File: config.mk
export PLATFORM = sky130hd
export DESIGN_NAME = pakout_tx
export DESIGN_NICKNAME = d
export VERILOG_FILES = /design/src/rtl/pakout_tx_pkg.sv /design/src/rtl/pakout_tx_calc_redun.sv /design/src/rtl/pakout_tx.sv
export SDC_FILE = /design/constraint.sdc
export NUM_CORES = 1
export LEC_CHECK = 0
export BUFFER_PORTS_ARGS = -buffer_cell sky130_fd_sc_hd__buf_4
export CAP_MARGIN = 20
export CORE_ASPECT_RATIO = 2
export CORE_MARGIN = 1.5
export CORE_UTILIZATION = 30
export CTS_CLUSTER_DIAMETER = 120
export DETAILED_ROUTE_END_ITERATION = 6
export GPL_TIMING_DRIVEN = 1
export PLACE_DENSITY_LB_ADDON = 0.25
export SLEW_MARGIN = 20
export SYNTH_ARGS = -nofsm -noshare
export SYNTH_HDL_FRONTEND = slang
export SYNTH_SLANG_ARGS = --single-unit
File: constraint.sdc
create_clock -name src_clk -period 4.5 [get_ports src_clk]
set_input_delay 0.225 -clock src_clk [delete_from_list [all_inputs] [get_ports src_clk]]
set_output_delay 0.225 -clock src_clk [all_outputs]
set_load 0.005 [all_outputs]
File: src/rtl/pakout_tx_pkg.sv
// Shared sizing helpers, FSM encoding and default widths for pakout_tx.
// Build macro PAKOUT_TX_REDUN_CHECK_EN enables redundancy checking in the top.
`ifndef NS_PACKET_SIZE
`define NS_PACKET_SIZE 8
`endif
`ifndef NS_PACKIN_FSZ
`define NS_PACKIN_FSZ 4
`endif
`ifndef NS_ADDRESS_SIZE
`define NS_ADDRESS_SIZE 6
`endif
`ifndef NS_DATA_SIZE
`define NS_DATA_SIZE 32
`endif
`ifndef NS_REDUN_SIZE
`define NS_REDUN_SIZE 4
`endif

package pakout_tx_pkg;

    function automatic int unsigned msg_sz(input int unsigned asz, input int unsigned dsz,
                                           input int unsigned rsz);
        return 2 * asz + dsz + rsz;
    endfunction

    function automatic int unsigned tot_pks(input int unsigned msz, input int unsigned psz);
        return (msz / psz) + 1;
    endfunction

    function automatic int unsigned clog2_fl(input int unsigned n);
        return (n <= 1) ? 0 : $clog2(n);
    endfunction

    // Index/pointer width; a zero-width counter still needs one bit of storage.
    function automatic int unsigned idx_w(input int unsigned n);
        return (clog2_fl(n) == 0) ? 1 : clog2_fl(n);
    endfunction

    localparam int unsigned MSG_SZ  = msg_sz(`NS_ADDRESS_SIZE, `NS_DATA_SIZE, `NS_REDUN_SIZE);
    localparam int unsigned TOT_PKS = tot_pks(MSG_SZ, `NS_PACKET_SIZE);

    typedef enum logic [1:0] {
        StIdle,
        StLoad,
        StSend,
        StWaitLo
    } state_e;

endpackage

File: src/rtl/pakout_tx_calc_redun.sv
// Redundancy generator: XOR-fold of {src,dst,dat} into RSZ-bit chunks, zero padded at the top.
module calc_redun #(
    parameter int unsigned ASZ = 6,
    parameter int unsigned DSZ = 32,
    parameter int unsigned RSZ = 4
) (
    input  logic [ASZ-1:0] src_i,
    input  logic [ASZ-1:0] dst_i,
    input  logic [DSZ-1:0] dat_i,
    output logic [RSZ-1:0] red_o
);
    localparam int unsigned InW = 2 * ASZ + DSZ;
    localparam int unsigned NCh = (InW + RSZ - 1) / RSZ;

    logic [NCh*RSZ-1:0] pad;

    always_comb begin
        pad   = (NCh*RSZ)'({src_i, dst_i, dat_i});
        red_o = '0;
        for (int j = 0; j < NCh; j++) begin
            red_o = red_o ^ RSZ'(pad >> (j * RSZ));
        end
    end
endmodule

File: src/rtl/pakout_tx.sv
// Message-to-packet serialiser: 4-phase handshakes on both sides, message FIFO in between.
// Define PAKOUT_TX_REDUN_CHECK_EN to drop messages with a bad redundancy field and flag err_red.
module pakout_tx
    import pakout_tx_pkg::*;
#(
    parameter int unsigned PSZ = `NS_PACKET_SIZE,
    parameter int unsigned FSZ = `NS_PACKIN_FSZ,
    parameter int unsigned ASZ = `NS_ADDRESS_SIZE,
    parameter int unsigned DSZ = `NS_DATA_SIZE,
    parameter int unsigned RSZ = `NS_REDUN_SIZE
) (
    input  logic           src_clk,
    input  logic           reset,
    input  logic [ASZ-1:0] i0_src,
    input  logic [ASZ-1:0] i0_dst,
    input  logic [DSZ-1:0] i0_dat,
    input  logic [RSZ-1:0] i0_red,
    input  logic           i0_req,
    output logic           i0_ack,
    output logic [PSZ-1:0] o0_pak,
    output logic           o0_req,
    input  logic           o0_ack,
    output logic           err_red,
    output logic [7:0]     sent_cnt
);
    localparam int unsigned MsgW   = msg_sz(ASZ, DSZ, RSZ);
    localparam int unsigned TotPks = tot_pks(MsgW, PSZ);
    localparam int unsigned ShW    = TotPks * PSZ;
    localparam int unsigned IdxW   = idx_w(TotPks);
    localparam int unsigned AW     = idx_w(FSZ);
    localparam int unsigned PtrW   = AW + 1;

    logic [1:0]      req_sync_q, ack_sync_q;
    logic            i0_req_s, o0_ack_s;
    logic            i0_ack_q, i0_ack_d;
    logic            accept, red_ok, wr_en, pop;
    logic [PtrW-1:0] wr_ptr_q, wr_ptr_d, rd_ptr_q, rd_ptr_d;
    logic            full, empty;
    logic [MsgW-1:0] mem_q [FSZ];
    state_e          state_q, state_d;
    logic [IdxW-1:0] idx_q, idx_d;
    logic [ShW-1:0]  sh_q, sh_d;
    logic            o0_req_q;
    logic [7:0]      cnt_q, cnt_d;

    assign i0_req_s = req_sync_q[1];
    assign o0_ack_s = ack_sync_q[1];

    assign empty = (wr_ptr_q == rd_ptr_q);
    assign full  = (wr_ptr_q[AW] != rd_ptr_q[AW]) && (wr_ptr_q[AW-1:0] == rd_ptr_q[AW-1:0]);

    // Accept only from idle ack; a full FIFO holds the requester off rather than dropping.
    assign accept   = i0_req_s && !i0_ack_q && !full;
    assign i0_ack_d = i0_ack_q ? i0_req_s : accept;
    assign wr_en    = accept && red_ok;

`ifdef PAKOUT_TX_REDUN_CHECK_EN
    logic [RSZ-1:0] red_calc;
    logic           err_red_q;

    calc_redun #(
        .ASZ(ASZ),
        .DSZ(DSZ),
        .RSZ(RSZ)
    ) u_calc_redun (
        .src_i(i0_src),
        .dst_i(i0_dst),
        .dat_i(i0_dat),
        .red_o(red_calc)
    );

    assign red_ok = (red_calc == i0_red);

    always_ff @(posedge src_clk or posedge reset) begin
        if (reset) begin
            err_red_q <= 1'b0;
        end else if (accept && !red_ok) begin
            err_red_q <= 1'b1;
        end
    end

    assign err_red = err_red_q;
`else
    assign red_ok  = 1'b1;
    assign err_red = 1'b0;
`endif

    assign wr_ptr_d = wr_en ? wr_ptr_q + PtrW'(1) : wr_ptr_q;
    assign rd_ptr_d = pop ? rd_ptr_q + PtrW'(1) : rd_ptr_q;

    always_ff @(posedge src_clk) begin
        if (wr_en) begin
            mem_q[wr_ptr_q[AW-1:0]] <= {i0_src, i0_dst, i0_dat, i0_red};
        end
    end

    always_comb begin
        state_d = state_q;
        idx_d   = idx_q;
        sh_d    = sh_q;
        cnt_d   = cnt_q;
        pop     = 1'b0;
        unique case (state_q)
            StIdle: begin
                if (!empty) state_d = StLoad;
            end
            StLoad: begin
                sh_d    = ShW'(mem_q[rd_ptr_q[AW-1:0]]);
                idx_d   = '0;
                state_d = StSend;
            end
            StSend: begin
                if (o0_ack_s) state_d = StWaitLo;
            end
            StWaitLo: begin
                if (!o0_ack_s) begin
                    if (idx_q == IdxW'(TotPks - 1)) begin
                        pop     = 1'b1;
                        cnt_d   = cnt_q + 8'd1;
                        state_d = StIdle;
                    end else begin
                        idx_d   = idx_q + IdxW'(1);
                        sh_d    = sh_q << PSZ;
                        state_d = StSend;
                    end
                end
            end
            default: state_d = StIdle;
        endcase
    end

    always_ff @(posedge src_clk or posedge reset) begin
        if (reset) begin
            req_sync_q <= '0;
            ack_sync_q <= '0;
            i0_ack_q   <= 1'b0;
            wr_ptr_q   <= '0;
            rd_ptr_q   <= '0;
            state_q    <= StIdle;
            idx_q      <= '0;
            sh_q       <= '0;
            o0_req_q   <= 1'b0;
            cnt_q      <= '0;
        end else begin
            req_sync_q <= {req_sync_q[0], i0_req};
            ack_sync_q <= {ack_sync_q[0], o0_ack};
            i0_ack_q   <= i0_ack_d;
            wr_ptr_q   <= wr_ptr_d;
            rd_ptr_q   <= rd_ptr_d;
            state_q    <= state_d;
            idx_q      <= idx_d;
            sh_q       <= sh_d;
            o0_req_q   <= (state_d == StSend);
            cnt_q      <= cnt_d;
        end
    end

    // Current packet is always the top slice; the register only moves between requests.
    assign o0_pak   = sh_q[ShW-1 -: PSZ];
    assign o0_req   = o0_req_q;
    assign i0_ack   = i0_ack_q;
    assign sent_cnt = cnt_q;
endmodule

==> results.txt, run 1 <==
status = complete, no violations
CTS root buf = clkbuf_16
FILL cells = 3260
post-route DRC violation count = 0
IO Port Bufs = 69
Reg clk slew, reported paths = 0.07 ns
CP max FO = 25
Layout area overhead = 20.1%
fmax = 338 MHz
final antenna-violating net count = 0
gr usage total = 12.7%
Final min period = 2.96 ns
synth top area cells = edfxtp_1, dfrtp_1, mux4_2
FF+latch count, synth = 273
largest net degree at the start of global routing = 51
Layout Cells excl Fill = 1163
final hold viol count = 0
Slowest-stage cell, CP = and2_2
Final HPWL DP = 14500 um
RSZ-0062 raised after global routing = false
Skew-Pair Late Insertion Delay = 0.54 ns
Synth Net Count = 649
initial antenna violation count = 0
launch point of the worst path = rd_ptr_q[0]
number of global-route vias before repair = 6043
drt pass-1 iters = 4
Startpoint Class = register
setup ws final = 1.54 ns
CP cell instances = xnor2_2 > a311oi_2 > and2_2 > buf_4
Syn Inst Count = 589
delay-heaviest family, CP = simple AND/OR/NAND/NOR gates
area of the multi-input gates = 0.00259 mm2
PwrDens = 551 mW/mm2
top-count cell post-synth = edfxtp_1
synthesized area = 0.0108 mm2
# H-tree levels = 1
max incr delay on CP = 0.71 ns
setup TNS = 0 ns
launching point of the worst reg2reg path = rd_ptr_q[0]
critical path depth in cells = 4
Reg2Reg Setup Slack = 1.54 ns
grt total ovfl = 0
Cell variety after synth = 44
clk sink count = 273
CORE AREA = 0.0352 mm2
Final Slew Violations = 0
Die Height = 271 um
row count = 97
Total Nets Final = 760
Final period util = 65.8%
Routed WL per cell = 19.6 um
CTS buffer count = 24
Post-synth EDFFs = 192
# setup viols final = 0
post-CTS resize count = 0
Routability Congestion = 0.704
worst r2r path cells = 4
Seq/Total Area, Yosys = 72.5%
layout cells sized above 1 = 24.9%
Total Wirelength = 22800 um
max-cap violation count = 0
die area = 0.0371 mm2
worst path bufs/invs = 1
ys flop type = edfxtp_1
Initial Utilization = 30.6%
routed via count = 5515
placed insts = 1068
setup bufs post-CTS = 0
clk_skew = 0.0205 ns
Data arrival, critical path = 3.15 ns
CTS tree = built
Clock Path Buffers = 3
DRT iter0 DRCs = 322
Crit. End Element = register
synth cell count leaders = edfxtp_1, dfrtp_1, mux4_2, nand2_1, nand2b_1
reg2reg end = mem_q[2][31]
relative max-transition margin = 33.4%
area leader, netlist = edfxtp_1
via density per instance = 4.74
pre-CTS setup slack = 1.38 ns
Worst Tran Pin Value = 1.00 ns
Die W = 137 um
dpl cell area = 0.0116 mm2
first-pass GRT wire length = 35500 um
WP data required = 4.69 ns
Worst Setup Path Type = register to register
leak pwr = 0.00453 uW
I/O pin total = 71
Mean Syn Cell Area = 18.3 um2
Final Cell Area = 0.0129 mm2
Min Hold Slack = 0.350 ns
Yosys top cell area share = 53.6%
Synth warnings = 0
Reg area = 0.00780 mm2
crit path to = mem_q[2][31]
Antenna Cells = 0
largest vdd supply drop = 0.000253 V
Async S/R FF share, synth = 29.7%
path category of the worst min-delay check = register to register
==> power by group <==
group	switching [uW]	internal [uW]	total, uW	leakage, uW
Clock	904	1170	2070	0.000381
Sequential	314	3200	3510	0.00269
Combinational	755	775	1530	0.00146
Total	1970	5140	7110	0.00453
==> flip-flops by register name (all words and copies together), names as in the netlist <==
| signal | count |
|---|---|
| sh_q | 56 |
| state_q | 2 |
| ack_sync_q | 2 |
| wr_ptr_q | 3 |
| rd_ptr_q | 3 |
| o0_req | 1 |
| sent_cnt | 8 |
| i0_ack | 1 |
| mem_q | 192 |
| req_sync_q | 2 |
| idx_q | 3 |
==> stage by stage <==
stage / util [%] / total power (uW)
finish: 36.7 / 7110
detailed placement: 33.0 / 5110
floorplan: - / 4630
global route: 36.7 / 7470
CTS: 36.7 / 7230
global placement: 33.0 / 5030
==> layer usage <==
metal	vias to the layer above	share of wire (%)	global-route usage, %
met5	-	0	0
met1	2843	37	14.4
met4	0	2.3	4.68
met3	27	3.7	1.39
met2	124	57	23.9
li1	2521	-	-
==> layout make-up <==
class,instances,area share (%)
clock buffer,31,5.17
clock inverter,13,0.930
timing repair buffer,131,8.60
inverter,17,0.504
multi-input combinational,253,20.1
sequential,273,60.4
tap,445,4.31
==> worst min-delay path by stage <==
stage	endpoint	depth (start not counted)	from	slack, ns
2_1_floorplan	ack_sync_q[0]	0	o0_ack	0.26
4_1_cts	ack_sync_q[1]	0	ack_sync_q[0]	0.35
3_3_place_gp	ack_sync_q[0]	1	o0_ack	0.35
5_1_grt	ack_sync_q[0]	2	o0_ack	0.36
6_report	ack_sync_q[1]	0	ack_sync_q[0]	0.35
3_5_place_dp	req_sync_q[1]	0	req_sync_q[0]	0.34
==> cells by family after synthesis <==
logic type / count (synthesis) / share of synthesized area, %
fa+ha+maj: 8 / 0.931
simple gates: 95 / 4.69
compound gates: 83 / 6.52
flops: 273 / 72.5
mux: 53 / 10.6
buf+inv: 63 / 3.60
xor+xnor: 13 / 1.20
other cells: 1 / 0.0349
==> layout by cell type (no fill, tap or decap), types with 4 or more instances in the layout <==
cell type / n
edfxtp_1: 192
buf_4: 80
dfrtp_1: 79
dlygate4sd3_1: 51
mux4_2: 48
nand2_1: 35
nand2b_1: 26
o221a_1: 25
clkbuf_16: 25
inv_1: 16
a211oi_1: 16
a31oi_1: 15
xor2_1: 10
nand4_1: 9
a22o_1: 9
o21ai_1: 8
ha_1: 8
nor3_1: 6
clkinv_2: 5
nor2_1: 4
clkbuf_1: 4
==> repair_timing <==
action                                  CTS  global route
endpoints found under the hold margin   235             0
hold buffers                             51             0
endpoints found under the setup margin    0             0
No activity file was read; power rests on OpenSTA's default activity.
==> inputs of run 2 (changes only) <==
==> constraint.sdc (replaced) <==
create_clock -name src_clk -period 2.7 [get_ports src_clk]
set_input_delay 0.135 -clock src_clk [delete_from_list [all_inputs] [get_ports src_clk]]
set_output_delay 0.135 -clock src_clk [all_outputs]
set_load 0.005 [all_outputs]
==> run 2 against run 1 <==
Compared with the run above: register-to-register slack got worse by 0.93 ns; combinational power increased by 78%; largest power group unchanged; sequential share of layout area shrank 1.2 points; critical path type unchanged.
==> results.txt, run 2 (synthesis gave the netlist of run 1 again) <==
status = complete, no violations
launching point of the worst reg2reg path = rd_ptr_q[2]
Worst Setup Path Type = register to register
routed via count = 5667
Routability Congestion = 0.711
PwrDens = 929 mW/mm2
commonest non-fill, non-tap cell in the layout = edfxtp_1
Worst Tran Pin Value = 0.766 ns
Reg2Reg Setup Slack = 0.61 ns
setup ws final = 0.610 ns
die area = 0.0371 mm2
Total Wirelength = 23100 um
Final min period = 2.09 ns
CTS root buf = clkbuf_16
Data arrival, critical path = 2.30 ns
Die Height = 271 um
I/O pin total = 71
commonest non-fill, non-tap cells in the layout = edfxtp_1, buf_4, dfrtp_1
Total Nets Final = 770
row count = 97
DRT iter0 DRCs = 228
Overall Power = 12200 uW
max-cap violation count = 0
Routed WL per cell = 19.8 um
CP max FO = 32
Clock Path Buffers = 3
Final Slew Violations = 0
Antenna Cells = 0
fin util = 37.4%
drt pass-1 iters = 5
Reg clk slew, reported paths = 0.07 ns
initial antenna violation count = 0
largest vdd supply drop = 0.000469 V
Initial Utilization = 30.6%
Final period util = 77.4%
grt total ovfl = 0
Skew-Pair Late Insertion Delay = 0.53 ns
Startpoint Class = register
final antenna-violating net count = 0
setup bufs post-CTS = 0
CTS buffer count = 25
worst r2r path cells = 4
Crit. End Element = register
RSZ-0062 raised after global routing = false
CTS tree = built
clk sink count = 273
largest net degree at the start of global routing = 51
IO Port Bufs = 69
via density per instance = 4.84
CORE AREA = 0.0352 mm2
clk_skew = 0.0116 ns
first-pass GRT wire length = 36700 um
number of global-route vias before repair = 6261
path category of the worst min-delay check = input pin to asynchronous set/reset pin
relative max-transition margin = 48.9%
pre-CTS setup slack = 0.590 ns
WP data required = 2.91 ns
fmax = 478 MHz
Min Hold Slack = 0.254 ns
leak pwr = 0.00464 uW
# H-tree levels = 1
Final HPWL DP = 14900 um
post-route DRC violation count = 0
Die W = 137 um
# setup viols final = 0
reg2reg end = mem_q[0][32]
Layout area overhead = 22.4%
setup TNS = 0 ns
layout cells sized above 1 = 26.2%
final hold viol count = 0
Largest register FFs = 192
launch point of the worst path = rd_ptr_q[2]
gr usage total = 13.0%
[run 2: changes by cell type in the layout (fill, tap and decap cells not counted), moves of 2 or more]
cell	before	now
buf_12	0	9
clkbuf_1	4	1
clkbuf_16	25	27
clkinv_2	5	3
[run 2: final cells by class]
cell class	instances	area [um2]
clock buffer	30	707
clock inverter	13	155
fill	3299	22000
inverter	17	65.1
multi-input combinational	253	2590
sequential	273	7800
tap	445	557
timing repair buffer	140	1290
[run 2: stage by stage]
| stage | cell area, um2 | std cells |
|---|---|---|
| 2_1_floorplan | 10800 | 589 |
| 3_3_place_gp | 11800 | 1077 |
| 3_5_place_dp | 11800 | 1077 |
| 4_1_cts | 13200 | 1171 |
| 5_1_grt | 13200 | 1171 |
| 6_report | 13200 | 1171 |
[run 2: worst max path at each step]
stage	end	slack, ns	depth (start not counted)
after floorplan	mem_q[2][0]	0.02	4
after global placement	mem_q[0][45]	0.66	4
after detailed placement	mem_q[0][45]	0.59	4
after CTS	mem_q[0][38]	0.57	4
after global routing	mem_q[0][32]	0.48	4
final	mem_q[0][32]	0.61	4
[run 2: repair_timing]
item,CTS,global route
hold buffers,51,0
endpoints found under the hold margin,230,0
gates resized for setup,0,0
[run 2: per-layer routing]
layer  part of all wire (%)  routed length [um]  global-route usage, %
met1                     37                8460                   14.4
met2                     57               13200                   24.7
met3                    3.6                 825                   1.67
met4                    3.0                 690                   4.68
met5                      0                   0                      0
[run 2: report_power, final]
part / total [uW] / switching, uW / internal [uW]
sequential: 5780 / 448 / 5330
combinational: 2730 / 1340 / 1400
clock: 3720 / 1560 / 2160
[run 2: critical path: stages, from the launching register on]
cell	delay, ns
dfrtp_1	0.43
xor2_1	0.24
a311oi_2	0.47
and2_2	0.35
buf_12	0.25
==> inputs of run 3 (changes only) <==
==> constraint.sdc (replaced) <==
create_clock -name src_clk -period 1.8 [get_ports src_clk]
set_input_delay 0.09 -clock src_clk [delete_from_list [all_inputs] [get_ports src_clk]]
set_output_delay 0.09 -clock src_clk [all_outputs]
set_load 0.005 [all_outputs]
==> run 3 against run 2 <==
Compared with the run above: the flow now finishes with violations (negative setup slack); first-iteration DRC count grew 43%; sequential share of layout area decreased by 1.7 points; sequential power grew 51%; combinational power up 69%; clock power increased by 47%.
==> results.txt, run 3 (synthesis gave the netlist of run 1 again) <==
status = finished, violations left
failing checks = negative setup slack
Routed WL per cell = 20.6 um
gr usage total = 13.5%
WP data required = 2.04 ns
CORE AREA = 0.0352 mm2
relative max-transition margin = 66.0%
setup TNS = -7.40 ns
# H-tree levels = 1
Total Wirelength = 24700 um
CP max FO = 12
CTS root buf = clkbuf_16
largest vdd supply drop = 0.000689 V
Antenna Cells = 0
I/O pin total = 71
grt total ovfl = 0
clk_skew = 0.0130 ns
Die W = 137 um
Reg clk slew, reported paths = 0.07 ns
largest net degree at the start of global routing = 82
dpl cell area = 0.0120 mm2
Final HPWL DP = 15400 um
HP Start = o0_ack
via density per instance = 4.82
leak pwr = 0.00481 uW
Reg area = 0.00780 mm2
DRT iter0 DRCs = 325
# setup viols final = 142
CTS buffer count = 25
initial antenna violation count = 0
first-pass GRT wire length = 37900 um
setup ws final = -0.0774 ns
number of global-route vias before repair = 6375
path category of the worst min-delay check = input pin to register
Die Height = 271 um
area of the multi-input gates = 0.00260 mm2
commonest non-fill, non-tap cells in the layout = edfxtp_1, buf_4, dfrtp_1
layout cells sized above 1 = 29.2%
max-cap violation count = 0
clk sink count = 273
Total Nets Final = 795
commonest non-fill, non-tap cell in the layout = edfxtp_1
launching point of the worst reg2reg path = rd_ptr_q[0]
Largest register FFs = 192
Final period util = 104%
Worst Tran Pin Value = 0.509 ns
Final Cell Area = 0.0136 mm2
Data arrival, critical path = 2.12 ns
Routability Congestion = 0.772
Initial Utilization = 30.6%
Layout area overhead = 26.1%
final antenna-violating net count = 0
PwrDens = 1390 mW/mm2
fmax = 533 MHz
post-route DRC violation count = 0
launch point of the worst path = rd_ptr_q[0]
drt pass-1 iters = 6
routed via count = 5781
final hold viol count = 0
FILL cells = 3202
die area = 0.0371 mm2
row count = 97
Final Slew Violations = 0
CTS tree = built
Final min period = 1.88 ns
Skew-Pair Late Insertion Delay = 0.54 ns
Startpoint Class = register
Clock Path Buffers = 3
IO Port Bufs = 69
RSZ-0062 raised after global routing = true
Worst Setup Path Type = register to register
Crit. End Element = register
run 3: path summary, 6_finish.rpt:
| check | cells after the start | endpoint | slack, ns |
|---|---|---|---|
| worst min-delay path | 2 | ack_sync_q[0] | 0.21 |
| worst max register to register | 5 | mem_q[1][24] | -0.08 |
| worst min register to register | 0 | ack_sync_q[1] | 0.36 |
| worst max-delay path | 5 | mem_q[1][24] | -0.08 |
| min in group asynchronous | 4 | sh_q[53] | 0.25 |
| max in group asynchronous | 4 | rd_ptr_q[0] | 1.17 |
run 3: what timing repair did:
| item | in CTS | in global routing |
|---|---|---|
| resized for setup | 3 | 3 |
| endpoints found under the hold margin | 275 | 0 |
| pin swaps | 2 | 0 |
| hold buffers | 51 | 0 |
| endpoints found under the setup margin | 196 | 206 |
| setup buffers | 2 | 1 |
| gates cloned | 1 | 4 |
run 3: worst max-delay path, cell delays in order, from the launching register on:
cell and delay [ns]:
dfrtp_4 0.50, xnor2_2 0.17, a311oi_2 0.30, buf_4 0.18, and2_4 0.23, clkbuf_16 0.20
run 3: layout make-up:
type	count	area share, %
Inverter	17	0.498
Tap cell	445	4.11
Clock inverter	19	1.54
Clock buffer	27	4.67
Multi-Input combinational cell	253	19.2
Timing Repair Buffer	165	12.5
Sequential cell	273	57.5
run 3: routing by layer:
| layer | up-vias | share of wire [%] | track usage (%) |
|---|---|---|---|
| li1 | 2599 | - | - |
| met4 | 0 | 4.3 | 6.18 |
| met5 | - | 0 | 0 |
| met3 | 42 | 3.2 | 1.54 |
| met1 | 3020 | 38 | 15.3 |
| met2 | 120 | 55 | 24.9 |
run 3: where the power goes:
group / internal, uW / switching (uW)
clock network: 3140 / 2340
registers: 7990 / 709
logic: 2490 / 2120
total: 13600 / 5170
run 3: per-stage QoR:
stage | hold slack (ns) | util [%] | total power, uW | setup slack, ns | instances
floorplan | 0.121 | - | 11600 | -0.247 | 589
global placement | 0.207 | 34.2 | 13200 | -0.0911 | 1094
detailed placement | 0.204 | 34.2 | 13300 | -0.0997 | 1094
CTS | 0.175 | 38.2 | 19000 | -0.112 | 1194
global route | 0.204 | 38.5 | 19700 | -0.160 | 1199
finish | 0.207 | 38.5 | 18800 | -0.0774 | 1199
